## src/rtl/snapshot_register_file.sv

```systemverilog
// Multi-port register file with per-register ready bits and a one-entry
// checkpoint shadow. Define SNAPSHOT_RF_RD_BYPASS_EN for same-cycle write-to-read bypass.

module snapshot_rf_cell #(
  parameter int DATA_W = 8,
  parameter int AW     = 2,
  parameter int NUM_WR = 2,
  parameter int IDX    = 0
) (
  input  logic                     clk,
  input  logic                     reset,
  input  logic [NUM_WR-1:0]        wr_call,
  input  logic [NUM_WR*AW-1:0]     wr_addr,
  input  logic [NUM_WR*DATA_W-1:0] wr_data,
  input  logic                     alloc_call,
  input  logic [AW-1:0]            alloc_addr,
  input  logic                     save,
  input  logic                     restore,
  output logic [DATA_W-1:0]        q,
  output logic                     rdy
);
  localparam logic [AW-1:0] MY = AW'(IDX);

  logic              hit, alloc_hit, srdy;
  logic [DATA_W-1:0] wval, sq;

  // Ascending scan: the last (highest) matching port overrides lower ones.
  always_comb begin
    hit  = 1'b0;
    wval = q;
    for (int p = 0; p < NUM_WR; p++) begin
      if (wr_call[p] && wr_addr[p*AW +: AW] == MY) begin
        hit  = 1'b1;
        wval = wr_data[p*DATA_W +: DATA_W];
      end
    end
  end

  assign alloc_hit = alloc_call && (alloc_addr == MY);

  always_ff @(posedge clk) begin
    if (reset) begin
      q    <= '0;
      rdy  <= 1'b1;
      sq   <= '0;
      srdy <= 1'b1;
    end else if (restore) begin
      q   <= sq;
      rdy <= srdy;
    end else begin
      if (hit) q <= wval;
      // Alloc beats a same-cycle write for the ready bit.
      if (alloc_hit) rdy <= 1'b0;
      else if (hit)  rdy <= 1'b1;
      if (save) begin
        sq   <= q;
        srdy <= rdy;
      end
    end
  end
endmodule

module snapshot_register_file #(
  parameter int DATA_W = 8,
  parameter int NREGS  = 4,
  parameter int NUM_RD = 2,
  parameter int NUM_WR = 2,
  localparam int AW    = $clog2(NREGS)
) (
  input  logic                     clk,
  input  logic                     reset,
  input  logic [NUM_RD*AW-1:0]     rd_addr,
  output logic [NUM_RD*DATA_W-1:0] rd_data,
  input  logic [NUM_WR-1:0]        wr_call,
  input  logic [NUM_WR*AW-1:0]     wr_addr,
  input  logic [NUM_WR*DATA_W-1:0] wr_data,
  input  logic                     alloc_call,
  input  logic [AW-1:0]            alloc_addr,
  output logic [NREGS-1:0]         ready,
  input  logic                     snap_save,
  input  logic                     snap_restore,
  output logic                     snap_valid,
  output logic [NREGS*DATA_W-1:0]  dump_out
);
  logic [NREGS-1:0][DATA_W-1:0] regs;
  logic                         restore_eff, save_eff;

  // A restore without a held snapshot is a no-op; a live restore swallows save.
  assign restore_eff = snap_restore && snap_valid;
  assign save_eff    = snap_save && !restore_eff;

  for (genvar r = 0; r < NREGS; r++) begin : g_reg
    snapshot_rf_cell #(
      .DATA_W(DATA_W), .AW(AW), .NUM_WR(NUM_WR), .IDX(r)
    ) u_cell (
      .clk       (clk),
      .reset     (reset),
      .wr_call   (wr_call),
      .wr_addr   (wr_addr),
      .wr_data   (wr_data),
      .alloc_call(alloc_call),
      .alloc_addr(alloc_addr),
      .save      (save_eff),
      .restore   (restore_eff),
      .q         (regs[r]),
      .rdy       (ready[r])
    );
  end

  always_ff @(posedge clk) begin
    if (reset)            snap_valid <= 1'b0;
    else if (restore_eff) snap_valid <= 1'b0;
    else if (snap_save)   snap_valid <= 1'b1;
  end

  assign dump_out = regs;

  always_comb begin
    rd_data = '0;
    for (int p = 0; p < NUM_RD; p++) begin
      rd_data[p*DATA_W +: DATA_W] = regs[rd_addr[p*AW +: AW]];
`ifdef SNAPSHOT_RF_RD_BYPASS_EN
      for (int w = 0; w < NUM_WR; w++) begin
        if (!restore_eff && wr_call[w] && wr_addr[w*AW +: AW] == rd_addr[p*AW +: AW])
          rd_data[p*DATA_W +: DATA_W] = wr_data[w*DATA_W +: DATA_W];
      end
`endif
    end
  end
endmodule

```

## config.mk

```make
export PLATFORM = sky130hd
export DESIGN_NAME = snapshot_register_file
export DESIGN_NICKNAME = d
export VERILOG_FILES = /design/src/rtl/snapshot_register_file.sv
export SDC_FILE = /design/constraint.sdc
export NUM_CORES = 1
export LEC_CHECK = 0
export ABC_AREA = 1
export CAP_MARGIN = 25
export CORE_MARGIN = 2
export CORE_UTILIZATION = 53
export CTS_CLUSTER_SIZE = 28
export DETAILED_ROUTE_END_ITERATION = 16
export HOLD_SLACK_MARGIN = 0.1
export MAX_ROUTING_LAYER = met4
export PLACE_DENSITY_LB_ADDON = 0.15
export SYNTH_ARGS = -nofsm -noshare
export SYNTH_HDL_FRONTEND = slang
export SYNTH_HIERARCHICAL = 1
export SYNTH_SLANG_ARGS = --single-unit
```

## constraint.sdc

```tcl
create_clock -name clk -period 2 [get_ports clk]
set_input_delay 0.4 -clock clk [delete_from_list [all_inputs] [get_ports clk]]
set_output_delay 0.4 -clock clk [all_outputs]
set_load 0.02 [all_outputs]
```

==> flow_metrics.py <==
metrics = {
    "cts": {
        "cts_tree": "yes",
        "clock-root-buffer": "clkbuf_8",
        "cts.sinks": 73,
        "cts_buffer_depth": 2,
        "clk_pin_slew_ns": 0.07,
        "cts-buffers-inserted": 9,
        "h-tree-depth": 3,
        "insertion_delay_ns": 0.35,
    },
    "floorplanning": {
        "core_sq_um": 8720,
        "die_w_um": 98.9,
        "rows": 34,
        "initial_core_util_pct": 54.7,
        "boundaryPins": 86,
        "die_y_um": 98.9,
        "die_area_sq_um": 9780,
    },
    "critical_path": {
        "critPathKind": "primary input to primary output",
        "worstPathRequired_ns": 1.60,
        "worstPathArrival_ns": 1.57,
        "crit_buf_inv": 3,
        "path_cells": "clkdlybuf4s50_1 -> buf_4 -> nand3_1 -> nand2_1 -> dlygate4sd2_1",
        "path_delay_family": "buffers and inverters",
        "max_stage_delay_ns": 0.54,
        "cp_max_fo": 3,
        "critPathLaunchType": "primary input",
        "crit_slowest_cell": "clkdlybuf4s50_1",
        "endpoint_kind": "primary output",
    },
    "flow_run": {
        "drv_cap": 0,
    },
    "outcome": {
        "status": "complete, no violations",
    },
    "place": {
        "io_buffer_count": 85,
        "pre_cts_slack_ns": -0.399,
        "place_area_sq_um": 5710,
        "dpl.hpwl_um": 11100,
        "place_congestion": 0.972,
        "dpl.cell_count": 986,
    },
    "sta": {
        "hold_viol_final": 0,
        "skew_ns": 0.00706,
        "setup_viol": 0,
        "fin_crit_sh_pct": 98.4,
        "post-route-min-period_ns": 1.97,
        "setup_tns_ns": 0,
        "relSlewSlack_pct": 68.8,
        "worst_pin_slew_ns": 0.468,
        "fmax_mhz": 508,
        "rsz0062_at_grt": "false",
        "slew_violations": 0,
        "fin_ws_ns": 0.0321,
        "whs_ns": 0.477,
    },
    "route": {
        "via_per_inst": 5.16,
        "first_iter_violations": 394,
        "ant_nets": 0,
        "wl_um": 14700,
        "first_pass_iters": 5,
        "wl_per_cell_um": 14.6,
        "drc": 0,
        "vias": 5180,
    },
    "power": {
        "p_switching_uw": 1450,
        "seq_power_share_pct": 38.7,
        "p_leak_uw": 0.00311,
        "p_clk_share_pct": 32.1,
        "internal_power_uw": 2950,
        "irDropWorstVdd_mv": 0.410,
        "power.density_nw_per_um2": 747,
        "swShare_pct": 33.0,
        "combPwrFrac_pct": 29.1,
    },
    "synth": {
        "ys_warn_count": 6,
        "netlist_area_sq_um": 4770,
        "synth_cell_types": 29,
        "ys_seq_area_share_pct": 30.6,
        "ys_seq_elements": 73,
        "synth_cells": 794,
        "syn_nets": 827,
        "avgSynthCellArea_sq_um": 6.01,
    },
    "global_route": {
        "overflow": 0,
        "grt_max_degree": 20,
        "grt_pass1_vias": 4736,
        "antenna_found_initial": 0,
        "grt_pass1_wl_um": 23800,
        "globalRouteTotalUtil_pct": 31.4,
    },
    "layout": {
        "fillers": 776,
        "num-nets-final": 923,
        "diodes": 0,
        "most-common-layout-cells": "nand2_1 (253), nor2_1 (127), inv_1 (123), dfxtp_1 (73), clkdlybuf4s50_1 (67)",
        "final_common_cell": "nand2_1",
        "register_area_sq_um": 1460,
        "fin_area_sq_um": 5900,
        "final_cells": 1003,
        "drive_gt1_share_pct": 11.6,
        "multiInputGateArea_sq_um": 2530,
        "syn_to_final_growth_pct": 23.7,
    },
    "worst_hold_path": {
        "hp-class": "flop to flop",
    },
}
## cell type report
cell class,count,area share (%)
clock inverter,5,1.74
sequential,73,24.8
inverter,135,8.80
clock buffer,11,2.40
timing repair buffer,113,17.2
tap,108,2.29
multi-input combinational,558,42.8
## path summary, 6_finish.rpt
kind	startpoint	endpoint	slack, ns	cells past startpoint
worst max-delay path	rd_addr[3]	rd_data[9]	0.03	5
worst min-delay path	g_reg[0].u_cell/srdy	g_reg[0].u_cell/srdy	0.48	2
worst max register to register	snap_valid	g_reg[0].u_cell/sq[2]	0.57	8
worst min register to register	g_reg[0].u_cell/srdy	g_reg[0].u_cell/srdy	0.48	2
## per-layer routing
metal	GRT usage, %	vias up	wire, um
li1	-	2597	-
met1	40.6	2371	6500
met2	49.5	173	6880
met3	5.04	39	811
met4	11.4	0	482
met5	-	-	0
## flip-flops by register name, summed over array words and instances (netlist names)
| register | count |
|---|---|
| g.u_cell/srdy | 4 |
| g.u_cell/rdy | 4 |
| g.u_cell/q | 32 |
| g.u_cell/sq | 32 |
| snap_valid | 1 |
## Yosys cell counts
cell	number	area (sq um)
nand3_1	55	275
nor2_4	1	11.3
o21ai_0	52	260
nand4_1	11	68.8
inv_4	3	18.8
clkinv_1	3	11.3
o21ai_1	4	20.0
inv_2	4	15.0
dfxtp_1	73	1460
inv_6	1	8.76
nand3b_1	2	15.0
nand2_4	4	45.0
buf_6	14	158
buf_12	1	20.0
nor3_1	1	5.00
clkbuf_4	1	7.51
nand3_2	9	90.1
nand2_2	12	75.1
clkbuf_1	3	11.3
a21oi_1	15	75.1
nor2_2	3	18.8
a21oi_2	2	17.5
buf_8	1	15.0
nand3_4	7	123
buf_4	5	37.5
buf_2	3	15.0
nor2_1	127	477
inv_1	124	465
nand2_1	253	950
## cell families after synthesis
group / Yosys count / synth area share [%]
compound gates: 73 / 7.82
buf+inv: 163 / 16.4
flops: 73 / 30.6
simple gates: 485 / 45.1
## what timing repair did
| action | CTS | global route |
|---|---|---|
| gates cloned | 1 | 0 |
| endpoints found under the setup margin | 16 | 14 |
| gates resized for setup | 32 | 18 |
| buffers inserted | 0 | 0 |
| hold buffers | 0 | 0 |
## power groups by stage
stage               clock [uW]  sequential (uW)  combinational [uW]
finish                    1420             1710                1280
global route              1490             1720                1420
CTS                       1440             1700                1290
detailed placement           0             1740                1300
global placement             0             1730                1290
floorplan                    0             1800                 716
## worst min-delay path, stage by stage, from the launching register on
cell	delay, ns
dfxtp_1	0.33
nand2_1	0.05
nand3_1	0.07
## through the flow
| step | power (uW) | util, % |
|---|---|---|
| after floorplan | 2510 | - |
| after global placement | 3020 | 65.5 |
| after detailed placement | 3040 | 65.5 |
| after CTS | 4430 | 68.3 |
| after global routing | 4630 | 67.6 |
| final | 4410 | 67.6 |
No activity file was read; power rests on OpenSTA's default activity.
